==> src/rtl/score_pkg.sv <==
// Shared types and constants for the BCD score counter.
// Contents:
//   DIGIT_W, BCD_MAX, BLANK_NIBBLE  digit width, largest BCD digit, blank code
//   score_state_t                   IDLE / ADD / COMMIT sequencer states
//   bcd_t                           one BCD digit
//   clamp_bcd()                     forces an out-of-range nibble to 9
package score_pkg;

  localparam int unsigned DIGIT_W      = 4;
  localparam logic [3:0]  BCD_MAX      = 4'd9;
  localparam logic [3:0]  BLANK_NIBBLE = 4'hF;

  typedef enum logic [1:0] {IDLE, ADD, COMMIT} score_state_t;

  typedef logic [3:0] bcd_t;

  function automatic bcd_t clamp_bcd(input bcd_t d);
    return (d > BCD_MAX) ? BCD_MAX : d;
  endfunction

endpackage

==> src/rtl/bcd_score_counter_digit_add.sv <==
// Single-digit BCD adder (combinational).
// Ports:
//   i_a, i_b  BCD operands (0..9)
//   i_cin     carry in
//   o_sum     BCD sum digit
//   o_cout    decimal carry out
module bcd_digit_add
  import score_pkg::*;
(
  input  logic [3:0] i_a,
  input  logic [3:0] i_b,
  input  logic       i_cin,
  output logic [3:0] o_sum,
  output logic       o_cout
);

  logic [4:0] w_raw;

  assign w_raw = {1'b0, i_a} + {1'b0, i_b} + {4'b0000, i_cin};

  always_comb begin
    o_sum  = w_raw[3:0];
    o_cout = 1'b0;
    if (w_raw > {1'b0, BCD_MAX}) begin
      o_sum  = 4'(w_raw - 5'd10);
      o_cout = 1'b1;
    end
  end

endmodule

==> src/rtl/bcd_score_counter.sv <==
// Multi-digit BCD score accumulator. Points arrive over valid/ready and are
// added one digit per clock into a working copy; the published copy only
// changes at commit, so the display never shows a partial sum.
// Build option: define LEAD_ZERO_BLANK_EN to drive leading zero digits (above
// the most significant non-zero digit, never digit 0) as BLANK_NIBBLE.
// Ports:
//   clk, rst_n    clock, synchronous active-low reset
//   clr_i         synchronous score clear; overrides everything else
//   add_valid_i   points request valid
//   add_ready_o   request can be accepted this cycle
//   pts_bcd_i     points {tens, ones} in BCD
//   digits_o      published score, digit k at [4k+3:4k]
//   done_o        one-cycle pulse when digits_o is updated
//   sat_o         sticky saturation flag (score pinned at all 9s)
module bcd_score_counter
  import score_pkg::*;
#(
  parameter int NUM_DIGITS = 6
) (
  input  logic                    clk,
  input  logic                    rst_n,
  input  logic                    clr_i,
  input  logic                    add_valid_i,
  output logic                    add_ready_o,
  input  logic [7:0]              pts_bcd_i,
  output logic [4*NUM_DIGITS-1:0] digits_o,
  output logic                    done_o,
  output logic                    sat_o
);

  localparam int IDX_W = $clog2(NUM_DIGITS);

  score_state_t     r_state;
  logic [IDX_W-1:0] r_idx;
  logic [7:0]       r_pts;
  logic             r_carry;
  logic             r_done;
  logic             r_sat;
  logic [3:0]       r_work [NUM_DIGITS];
  logic [3:0]       r_pub  [NUM_DIGITS];

  logic [3:0] w_cur;
  logic [3:0] w_addend;
  logic [3:0] w_sum;
  logic       w_cout;
  logic       w_last;
  logic       w_accept;

  assign add_ready_o = (r_state == IDLE) && !clr_i && !r_sat;
  assign w_accept    = add_valid_i && add_ready_o;
  assign done_o      = r_done;
  assign sat_o       = r_sat;
  assign w_last      = (r_idx == IDX_W'(NUM_DIGITS - 1));
  assign w_cur       = r_work[r_idx];

  // Only the two lowest digits receive points; higher digits just ripple carry.
  always_comb begin
    w_addend = 4'd0;
    if (r_idx == IDX_W'(0)) begin
      w_addend = r_pts[3:0];
    end else if (r_idx == IDX_W'(1)) begin
      w_addend = r_pts[7:4];
    end
  end

  bcd_digit_add u_add (
    .i_a    (w_cur),
    .i_b    (w_addend),
    .i_cin  (r_carry),
    .o_sum  (w_sum),
    .o_cout (w_cout)
  );

  always_ff @(posedge clk) begin
    if (!rst_n) begin
      r_state <= IDLE;
      r_idx   <= '0;
      r_pts   <= '0;
      r_carry <= 1'b0;
      r_done  <= 1'b0;
      r_sat   <= 1'b0;
      for (int k = 0; k < NUM_DIGITS; k++) begin
        r_work[k] <= '0;
        r_pub[k]  <= '0;
      end
    end else if (clr_i) begin
      r_state <= IDLE;
      r_idx   <= '0;
      r_carry <= 1'b0;
      r_done  <= 1'b0;
      r_sat   <= 1'b0;
      for (int k = 0; k < NUM_DIGITS; k++) begin
        r_work[k] <= '0;
        r_pub[k]  <= '0;
      end
    end else begin
      r_done <= 1'b0;
      case (r_state)
        IDLE: begin
          if (w_accept) begin
            r_pts   <= {clamp_bcd(pts_bcd_i[7:4]), clamp_bcd(pts_bcd_i[3:0])};
            r_carry <= 1'b0;
            r_idx   <= '0;
            r_state <= ADD;
          end
        end
        ADD: begin
          r_work[r_idx] <= w_sum;
          r_carry       <= w_cout;
          if (w_last) begin
            r_state <= COMMIT;
          end else begin
            r_idx <= r_idx + IDX_W'(1);
          end
        end
        COMMIT: begin
          // Carry out of the top digit means the score overflowed: pin at all 9s.
          for (int k = 0; k < NUM_DIGITS; k++) begin
            if (r_carry) begin
              r_work[k] <= BCD_MAX;
              r_pub[k]  <= BCD_MAX;
            end else begin
              r_pub[k] <= r_work[k];
            end
          end
          if (r_carry) begin
            r_sat <= 1'b1;
          end
          r_done  <= 1'b1;
          r_state <= IDLE;
        end
        default: r_state <= IDLE;
      endcase
    end
  end

  always_comb begin
`ifdef LEAD_ZERO_BLANK_EN
    logic w_seen;
    w_seen   = 1'b0;
    digits_o = '0;
    digits_o[3:0] = r_pub[0];
    for (int k = NUM_DIGITS - 1; k >= 1; k--) begin
      if (r_pub[k] != 4'd0) begin
        w_seen = 1'b1;
      end
      digits_o[4*k +: 4] = w_seen ? r_pub[k] : BLANK_NIBBLE;
    end
`else
    digits_o = '0;
    for (int k = 0; k < NUM_DIGITS; k++) begin
      digits_o[4*k +: 4] = r_pub[k];
    end
`endif
  end

endmodule
==> config.mk <==
export PLATFORM = sky130hd
export DESIGN_NAME = bcd_score_counter
export DESIGN_NICKNAME = d
export VERILOG_FILES = /design/src/rtl/score_pkg.sv /design/src/rtl/bcd_score_counter_digit_add.sv /design/src/rtl/bcd_score_counter.sv
export SDC_FILE = /design/constraint.sdc
export NUM_CORES = 1
export LEC_CHECK = 0
export CELL_PAD_IN_SITES_DETAIL_PLACEMENT = 1
export CELL_PAD_IN_SITES_GLOBAL_PLACEMENT = 1
export CORE_ASPECT_RATIO = 1.4
export CORE_UTILIZATION = 45
export CTS_CLUSTER_SIZE = 28
export DETAILED_ROUTE_END_ITERATION = 10
export PLACE_DENSITY = 0.83
export SKIP_LAST_GASP = 1
export SYNTH_ARGS = -nofsm -noshare
export SYNTH_HDL_FRONTEND = slang
export SYNTH_SLANG_ARGS = --single-unit
==> constraint.sdc <==
create_clock -name clk -period 4.71 [get_ports clk]
set_input_delay 1.1775 -clock clk [delete_from_list [all_inputs] [get_ports clk]]
set_output_delay 1.1775 -clock clk [all_outputs]
set_load 0.02 [all_outputs]
; Word level (Yosys, flattened, before mapping)
; Memory sizes are Yosys's and may differ from the RTL's. A register that Yosys moved wholly into a read port is not among the register bits.
; Cells that the tools add are included.
; W data, S select, Z words.
[classes]
add_sub_neg = 4
n_lt_le_gt_ge = 3
eq_ne = 7
n_mux = 68
bitwise = 32
n_reduce_logical = 15
[ops]
columns = operator, n
row1 = $mux W4, 36
row2 = $or A1 B1 Y1, 30
row3 = $mux W1, 22
row4 = $mux W3, 5
row5 = $gt A4 B4 Y1 const B, 2
row6 = $ne A2 B2 Y1 const B, 3
row7 = $pmux W3 S2, 1
row8 = $reduce_and A2 Y1, 3
row9 = $reduce_and A3 Y1, 2
row10 = $add A4 B4 Y5, 1
row11 = $add A5 B1 Y5, 1
row12 = $gt A5 B4 Y1 const B, 1
row13 = $mux W2, 2
row14 = $pmux W2 S2, 1
row15 = $reduce_or A4 Y1, 1
row16 = $sub A4 B4 Y4 const B, 1
row17 = $add A3 B1 Y3 const B, 1
row18 = $eq A3 B1 Y1 const B, 1
row19 = $eq A3 B3 Y1 const B, 1
row20 = $logic_and A1 B1 Y1, 3
row21 = $logic_not A3 Y1, 1
row22 = $eq A2 B1 Y1 const B, 1
row23 = $eq A2 B2 Y1 const B, 1
row24 = $logic_not A1 Y1, 2
row25 = 5 further kinds, 6
[word_totals]
regBits = 16
ramBits = 48
in_bits = 12
out_inout_bits = 27
wordCells = 137
mem_count = 2
[mem_list]
columns = memory, depth, word_bits, rd, rd_clocked_by_memory_dff, wr, line_no
row1 = r_pub, 6, 4, 6, 0, 6, bcd_score_counter.sv:40  ; logic [3:0] r_pub [NUM_DIGITS];
row2 = r_work, 6, 4, 7, 1, 6, bcd_score_counter.sv:39  ; logic [3:0] r_work [NUM_DIGITS];

; Longest topological paths before layout
[depth]
depth_word = 8
depth_mapped = 16
depth_no_buf = 15

; Hierarchy
; A second synthesis with hierarchy kept.
[hier_totals]
hier_cells = 265
hier_area_um2 = 3572.2
[modules_own_cells]
columns = mod, n_inst, cells_each, area_per_inst_um2, seq_area_each_um2
row1 = bcd_score_counter, 1, 243, 3360.7, 2062.0
row2 = bcd_digit_add, 1, 22, 211.5, 0.0

; Worst setup path before layout
; Ideal clock, no wire load.
[synth_timing]
kind = reg-to-reg
startpoint = reg (tool-made name)
endpoint = mem r_work[6][1] (data pin)
setup_time_ps = 264
t_arrival_ps = 3063
required_time_ps = 4446
slack_ps = 1384
path_stages_with_launch = 13
period_less_slack_ps = 3326
cell_sequence = dfxtp_1 buf_2 mux4_2 mux2i_1 fa_1 inv_1 fa_1 xnor2_1 ha_1 o21ai_0 and4_4 o22ai_4 inv_1
[synth_lines]
columns = item, line_no
row1 = to (decl), bcd_score_counter.sv:39

==> impl_metrics.env <==
export IMPL_min_delay_start="r_pts[5]$_SDFFE_PN0P_"
export IMPL_synth_area_sq_um=3430
export IMPL_layout_drive_gt1_share=0.103
export IMPL_arrival_ns=4.02
export IMPL_r2r_end="r_work[7][1]$_DFFE_PP_"
export IMPL_clk_latency_ns=0.36
export IMPL_grt_max_degree=27
export IMPL_dr_wl_met2_microns=4370
export IMPL_drc=0
export IMPL_drtIter0Drc=112
export IMPL_crit_type="reg2reg"
export IMPL_coreArea_sq_um=7360
export IMPL_yosys_most_used_dff="edfxtp_1"
export IMPL_numPortBuffers=38
export IMPL_start_util=0.466
export IMPL_antenna_found_initial=0
export IMPL_cts_max_level=3
export IMPL_period_minus_slack_ns=3.92
export IMPL_relSlewSlack=0.450
export IMPL_ys_warn_count=0
export IMPL_clock_root_buffer="clkbuf_8"
export IMPL_crit_fanout=8
export IMPL_cts_made_buffers=9
export IMPL_gp_congestion=0.804
export IMPL_powerDensity_nw_per_um2=328
export IMPL_hold_buffers=0
export IMPL_die_h_microns=105
export IMPL_critPathCaptureType="flip-flop"
export IMPL_num_nets_final=338
export IMPL_final_common_cell="edfxtp_1"
export IMPL_startpoint_type="flip-flop"
export IMPL_finalSetupTns_ns=0
export IMPL_vdd_drop_max_uv=141
export IMPL_fp_dieW_microns=75.8
export IMPL_grt_pass1_wl_microns=12500
export IMPL_grt_pass1_vias=2454
export IMPL_cts_tree="done"
export IMPL_dr_pass1_iters=4
export IMPL_netlist_instances=277
export IMPL_wl_per_cell_microns=18.3
export IMPL_rsz0062_at_grt="no"
export IMPL_clockBufferDepth=2
export IMPL_grt_usage=0.222
export IMPL_highest_layer="met4"
export IMPL_period_share=0.833
export IMPL_ys_ff_latch=75
export IMPL_status="completed"
export IMPL_wirelength_microns=7660
export IMPL_mostFrequentLayoutCells="edfxtp_1, clkdlybuf4s50_1, nand2_1"
export IMPL_slew_viol_final=0
export IMPL_antenna_cells=0
export IMPL_rr_worst_depth=12
export IMPL_maxCapViolCount=0
export IMPL_cts_repair_resized=0
export IMPL_p_leak_uw=0.00156
export IMPL_hold_class="reg2reg"
export IMPL_postCtsSetupBuffers=0
export IMPL_rows=37
export IMPL_dieArea_sq_um=7980
export IMPL_cts_sinks=75
export IMPL_clk_pin_slew_ns=0.07
export IMPL_overflow=0
export IMPL_num_io_pins=39
export IMPL_finalHoldViolCount=0
export IMPL_setup_viol=0
export IMPL_ys_seq_area_frac=0.601
export IMPL_ys_types=44
export IMPL_m1WireLength_microns=2730
export IMPL_dp_hpwl_microns=5940
export IMPL_tightest_slew_ns=0.823
export IMPL_holdWs_ns=0.471
export IMPL_ant_nets=0
export IMPL_syn_avg_cell_area_sq_um=12.4
export IMPL_critPathRequiredTime_ns=4.80
export IMPL_wl_met3_microns=287
export IMPL_worst_r2r_setup_slack_ns=0.79
export IMPL_clock_skew_ns=0.00886
export IMPL_area_growth_pct=18.8
export IMPL_viasPerCell=5.51
export IMPL_fmax_mhz=255
export IMPL_via_count=2303
export IMPL_synth_edf_count=56
export IMPL_crit_path_end="r_work[7][1]$_DFFE_PP_"
export IMPL_async_reset_ff_frac=0
export IMPL_synth_nets=299
## state kept, by name, summed over array words and instances (netlist names), named ones only
| register | count |
|---|---|
| done_o | 1 |
| r_carry | 1 |
| r_pts | 8 |
| r_state | 2 |
| r_pub | 24 |
| r_work | 32 |
| sat_o | 1 |
| r_idx | 3 |
## worst min path at each step
stage	endpoint	slack, ns	cells past startpoint
5_1_grt	r_pts[1]$_SDFFE_PN0P_	0.50	2
4_1_cts	r_pts[2]$_SDFFE_PN0P_	0.47	2
6_report	r_pts[5]$_SDFFE_PN0P_	0.47	2
3_3_place_gp	r_pts[6]$_SDFFE_PN0P_	0.45	2
3_5_place_dp	r_pts[2]$_SDFFE_PN0P_	0.46	2
2_1_floorplan	r_pts[5]$_SDFFE_PN0P_	0.44	2
## metrics by stage
step / std cells / worst slack, ns / total power (uW) / util / area [sq um]
2_1_floorplan: 277 / 1.38 / 837 / - / 3430
3_3_place_gp: 402 / 0.885 / 884 / 0.528 / 3890
3_5_place_dp: 402 / 0.760 / 891 / 0.528 / 3890
4_1_cts: 418 / 0.738 / 1340 / 0.553 / 4070
5_1_grt: 418 / 0.420 / 1380 / 0.553 / 4070
6_report: 418 / 0.787 / 1330 / 0.553 / 4070
## cell families after synthesis
group                      after synthesis  share of synthesized area
adders and majority gates               10                     0.0409
AOI/OAI and AO/OA                       57                      0.118
buffers and inverters                   22                     0.0263
and+or+nand+nor                         98                      0.140
xor gates and xnor gates                 2                    0.00511
DFF                                     75                      0.601
muxes                                   13                     0.0682
## Yosys cell counts, drive strengths merged (2+ instances only)
library cell / count / area, sq um
and3: 13 / 81.3
and2: 2 / 12.5
fa: 2 / 40.0
a21oi: 6 / 30.0
inv: 11 / 41.3
mux2: 3 / 33.8
nand2b: 4 / 25.0
nor3: 4 / 20.0
a31oi: 3 / 25.0
o21a: 13 / 97.6
a21boi: 7 / 52.6
nand2: 32 / 120
clkbuf: 7 / 27.5
nor2: 25 / 93.8
nand3b: 6 / 45.0
o21ai: 20 / 111
nand3: 6 / 30.0
mux2i: 2 / 20.0
edfxtp: 56 / 1680
buf: 4 / 21.3
ha: 8 / 100
o211a: 2 / 20.0
dfxtp: 19 / 380
mux4: 8 / 180
## worst max-delay path: stages (launching register included)
cell and delay (ns):
dfxtp_1 0.64, mux4_2 0.57, mux2i_1 0.28, fa_1 0.24
inv_1 0.05, fa_1 0.40, xnor2_1 0.37, ha_1 0.22
inv_1 0.04, o21ai_0 0.29, a31oi_1 0.20, o22ai_4 0.27
inv_1 0.09
## routing by layer
layer,global-route usage,up-vias
met4,0.116,0
met1,0.235,1114
li1,-,1095
met2,0.394,74
met5,0,-
met3,0.0507,20
## layout make-up
class / count / area, sq um
fill: 760 / 3290
clock buffer: 14 / 173
tap: 97 / 121
sequential: 75 / 2060
timing repair buffer: 39 / 388
clock inverter: 2 / 10.0
multi-input combinational: 180 / 1280
inverter: 11 / 41.3
## power breakdown
| group | internal, uW | leakage (uW) | switching, uW |
|---|---|---|---|
| combinational | 55.0 | 0.000703 | 77.6 |
| sequential | 731 | 0.000762 | 12.0 |
| clock | 233 | 0.0000965 | 225 |
| total | 1020 | 0.00156 | 315 |
Power figures use the tool's default switching activity.
==> patch 1: new RTL, same flow settings <==
Build with the macro `LEAD_ZERO_BLANK_EN` defined.
--- a/src/rtl/bcd_score_counter.sv
+++ b/src/rtl/bcd_score_counter.sv
@@ -14,2 +14,4 @@
 //   sat_o         sticky saturation flag (score pinned at all 9s)
+`define LEAD_ZERO_BLANK_EN
+
 module bcd_score_counter
Behaviour: not the same (Yosys sat finds a counterexample within 4 cycles, from zero or initial values and one cycle with rst_n low).
==> patch 1 against the original RTL <==
  * Design area rose by 5.7%
  * Total power rose by 7.4%
  * Sequential cell count did not move
  * Sequential share of layout area fell by 2.8 points
  * Count of clock-buffer cells in the layout fell by 3
  * Combinational power rose by 17%
  * Setup slack improved by 0.089 ns
  * Routed wire length rose by 4.9%
  * Synthesized area rose by 7.3%
  * Largest cell class unchanged
  * Largest power group unchanged
==> patch 1: results (changes against the original RTL) <==
| Metric | Value |
|---|---|
| Cell area after synthesis | `0.00368 sq mm (was 0.00343 sq mm)` |
| Crit path capture | `r_work[1][3]$_DFFE_PP_ (was r_work[7][1]$_DFFE_PP_)` |
| Largest net degree at the start of global routing | `21 (was 27)` |
| Fraction of met2 tracks used by global routing | `0.422 (was 0.394)` |
| Post-synthesis cell type count | `50 (was 44)` |
| Outcome | `complete, no violations (unchanged)` |
| Layout clock buffers | `11 (was 14)` |
| Top fanout value on the critical path | `7 (was 8)` |
| Syn-to-layout area delta | `17.1% (was 18.8%)` |
| Most common library cells after synthesis | `56 x sky130_fd_sc_hd__edfxtp_1, 34 x sky130_fd_sc_hd__nand2_1, 31 x sky130_fd_sc_hd__nor2_1 (was 56 x sky130_fd_sc_hd__edfxtp_1, 32 x sky130_fd_sc_hd__nand2_1, 25 x sky130_fd_sc_hd__nor2_1)` |
| Hold slack final | `0.456 ns (was 0.471 ns)` |
| Number of DRC violations after detailed-routing iteration 0 | `86 (was 112)` |
| Number of global-route vias before repair | `2644 (was 2454)` |
| Synthesized area divided by synthesized cell count | `11.7 sq um (was 12.4 sq um)` |
| Skew final | `0.00794 ns (was 0.00886 ns)` |
| Fraction of area in multi-input gates | `0.345 (was 0.313)` |
| Number of nets in the layout | `369 (was 338)` |
| Worst setup slack for register-to-register paths | `0.88 ns (was 0.79 ns)` |
| Final period utilization | `0.814 (was 0.833)` |
| Placed cell count | `437 (was 402)` |
| Sequential cell count | `75 (unchanged)` |
| Count of fill cells added during filler insertion | `841 (was 760)` |
| Final non-clock buffer share | `0.0901 (was 0.0953)` |
| Total wirelength of the detailed-routed design | `8.03 mm (was 7.66 mm)` |
| Global-route wire length before repair | `12.9 mm (was 12.5 mm)` |
| Mapped Nets | `335 (was 299)` |
| Largest stage delay on the critical path | `0.55 ns (was 0.64 ns)` |
| DR WL met3 | `276 um (was 287 um)` |
| HPWL after DPL | `6.33 mm (was 5.94 mm)` |
| Static leakage | `1.64 nW (was 1.56 nW)` |
| Fraction of layout instances using a drive strength above 1 | `0.122 (was 0.103)` |
| Sequential-to-total area share from yosys stat | `0.561 (was 0.601)` |
| Inverters, non-clock | `10 (was 11)` |
-- patch 1: changes by cell type after synthesis, moves of 3 or more --
cell	change
sky130_fd_sc_hd__nand2b_1	+8
sky130_fd_sc_hd__a21boi_0	-4
sky130_fd_sc_hd__buf_4	+5
sky130_fd_sc_hd__a21boi_1	+5
sky130_fd_sc_hd__or2_2	+4
sky130_fd_sc_hd__and3_1	-12
sky130_fd_sc_hd__and2_1	+11
sky130_fd_sc_hd__nor2_1	+6
sky130_fd_sc_hd__a21oi_1	+3
sky130_fd_sc_hd__a21o_1	+3
-- patch 1: where the power goes --
group,internal (W),switching [W]
Sequential,0.000731,0.0000132
Combinational,0.0000672,0.0000873
Clock,0.000297,0.000237
-- patch 1: cells by family after synthesis --
kind of cell             Yosys count  share of synthesized area
AND/OR/NAND/NOR                  128                      0.190
AO/OA/AOI/OAI                     61                      0.110
flip-flops                        75                      0.561
adder cells (fa/ha/maj)            9                     0.0347
buffers and inverters             26                     0.0357
XOR/XNOR                           2                    0.00476
multiplexers                      13                     0.0640
==> patch 2: new RTL, same flow settings <==
Made on the original files. Re-encode `score_state_t` (3 states) as one-hot, 3 bits wide.
--- a/src/rtl/score_pkg.sv
+++ b/src/rtl/score_pkg.sv
@@ -12,3 +12,3 @@
 
-  typedef enum logic [1:0] {IDLE, ADD, COMMIT} score_state_t;
+  typedef enum logic [2:0] {IDLE = 3'b001, ADD = 3'b010, COMMIT = 3'b100} score_state_t;
 
Formal check against the unedited RTL: no difference found for any inputs over 10 cycles, from zero or initial values and one cycle with rst_n low; not proved beyond that.
==> patch 2 against the original RTL <==
  * Synthesized cell count grew 18%
  * Sequential power grew 0.9%
  * Setup slack lost 0.28 ns
  * Largest power group unchanged
  * Routed wire length grew 30%
  * Design area grew 12%
  * Synthesized area grew 11%
  * Highest routed layer unchanged
  * Sequential cell count grew 1
  * First-iteration DRC count grew 19%
  * Core utilization grew 0.53 points
  * Count of clock-buffer cells in the layout shrank 4
  * Total power grew 23%
  * Clock power grew 63%
  * Sequential share of layout area shrank 5.2 points
==> patch 2: results (changes against the original RTL) <==
| Metric | Value |
|---|---|
| Outcome | `complete, no violations (unchanged)` |
| Cell area after placement | `0.00426 sq mm (was 0.00389 sq mm)` |
| Mux share of post-synthesis cell area | `0.0589 (was 0.0682)` |
| Routed length per instance | `21.4 um (was 18.3 um)` |
| Data arrival at the endpoint of the critical path | `4.27 ns (was 4.02 ns)` |
| Skew final | `0.00765 ns (was 0.00886 ns)` |
| NetSw | `0.000378 W (was 0.000315 W)` |
| Slowest cell on the critical path | `sky130_fd_sc_hd__mux4_2 (was sky130_fd_sc_hd__dfxtp_1)` |
| Total wirelength of the detailed-routed design | `9.95 mm (was 7.66 mm)` |
| Slew @ Worst Pin | `0.828 ns (was 0.823 ns)` |
| Number of DRC violations after detailed-routing iteration 0 | `133 (was 112)` |
| Static leakage | `1.61 nW (was 1.56 nW)` |
| Total number of vias | `2758 (was 2303)` |
| Cell types occupying the most area after synthesis | `sky130_fd_sc_hd__edfxtp_1 44%, sky130_fd_sc_hd__dfxtp_1 10%, sky130_fd_sc_hd__mux4_2 4.7%, sky130_fd_sc_hd__nor2_1 3.9%, sky130_fd_sc_hd__nand2_1 3.2% (was sky130_fd_sc_hd__edfxtp_1 49%, sky130_fd_sc_hd__dfxtp_1 11%, sky130_fd_sc_hd__mux4_2 5.3%, sky130_fd_sc_hd__nand2_1 3.5%, sky130_fd_sc_hd__ha_1 2.9%)` |
| Capture point of the worst reg-to-reg path | `r_work[6][1]$_DFFE_PP_ (was r_work[7][1]$_DFFE_PP_)` |
| Sequential-to-total area share from yosys stat | `0.545 (was 0.601)` |
| Relative contribution of combinational cells to total power | `0.085 (was 0.099)` |
| Xor and xnor fraction of the mapped netlist area | `0.00229 (was 0.00511)` |
| Top fanout value on the critical path | `7 (was 8)` |
| Worst setup slack for register-to-register paths | `0.51 ns (was 0.79 ns)` |
| Overall routing resource usage | `0.251 (was 0.222)` |
| Minimum setup slack after placement | `0.580 ns (was 0.760 ns)` |
| Hold slack final | `0.468 ns (was 0.471 ns)` |
| Placer congestion estimate | `0.961 (was 0.804)` |
| Global-route wire length before repair | `16.1 mm (was 12.5 mm)` |
| Insertion delay of the later-clocked pin in the worst-skew pair | `0.34 ns (was 0.36 ns)` |
| Mapped Nets | `348 (was 299)` |
| Number of global-route vias before repair | `2958 (was 2454)` |
| Number of nets in the layout | `381 (was 338)` |
| Largest net degree at the start of global routing | `21 (was 27)` |
| Worst VDD drop | `0.000262 V (was 0.000141 V)` |
| Most common library cells after synthesis | `56 x sky130_fd_sc_hd__edfxtp_1, 40 x sky130_fd_sc_hd__nor2_1, 33 x sky130_fd_sc_hd__nand2_1 (was 56 x sky130_fd_sc_hd__edfxtp_1, 32 x sky130_fd_sc_hd__nand2_1, 25 x sky130_fd_sc_hd__nor2_1)` |
| Largest stage delay on the critical path | `0.53 ns (was 0.64 ns)` |
| Synthesized area divided by synthesized cell count | `11.7 sq um (was 12.4 sq um)` |
| Fraction of layout instances using a drive strength above 1 | `0.143 (was 0.103)` |
-- patch 2: cell count changes in the layout (fill, tap and decap cells not counted), sizes merged, moves of 4 or more --
cell,unedited run,this run
and2,2,12
o21a,13,0
a211oi,1,6
a21oi,6,20
o211ai,0,12
nor2,25,41
inv,11,7
o21ai,20,10
clkbuf,14,10
and3,13,1
-- patch 2: worst max path at each step --
stage	startpoint	to	slack (ns)	cells past startpoint
floorplan	flop	r_work[2][1]$_SDFFCE_PN0P_	0.87	12
global placement	flop	r_work[3][1]$_SDFFCE_PN0P_	0.76	11
detailed placement	flop	r_work[6][1]$_DFFE_PP_	0.58	11
CTS	flop	r_work[6][1]$_DFFE_PP_	0.52	11
global route	flop	r_work[0][2]$_SDFFCE_PN0P_	0.27	11
finish	flop	r_work[6][1]$_DFFE_PP_	0.51	11
-- patch 2: final cells by class --
cell class                      instances  area [sq um]
Clock buffer                           10           229
Clock inverter                          6          90.1
Fill cell                             873          3620
Inverter                                7          26.3
Multi-Input combinational cell        225          1630
Sequential cell                        76          2080
Tap cell                              102           128
Timing Repair Buffer                   40           395
-- patch 2: critical path: cells and delay by family, from the launching register on --
family | cells | cell delay [ns]
and+or+nand+nor | 1 | 0.18
adders and majority gates | 3 | 1.18
buffers and inverters | 1 | 0.16
muxes | 2 | 0.84
DFF | 1 | 0.44
AOI/OAI and AO/OA | 3 | 0.76
xor gates and xnor gates | 1 | 0.37
-- patch 2: per-layer routing --
metal | global-route usage | vias up | routed length [um]
met1 | 0.249 | 1368 | 3520
met4 | 0.154 | 0 | 469
met3 | 0.0428 | 31 | 329
met5 | 0 | - | 0
li1 | - | 1279 | -
met2 | 0.468 | 80 | 5630
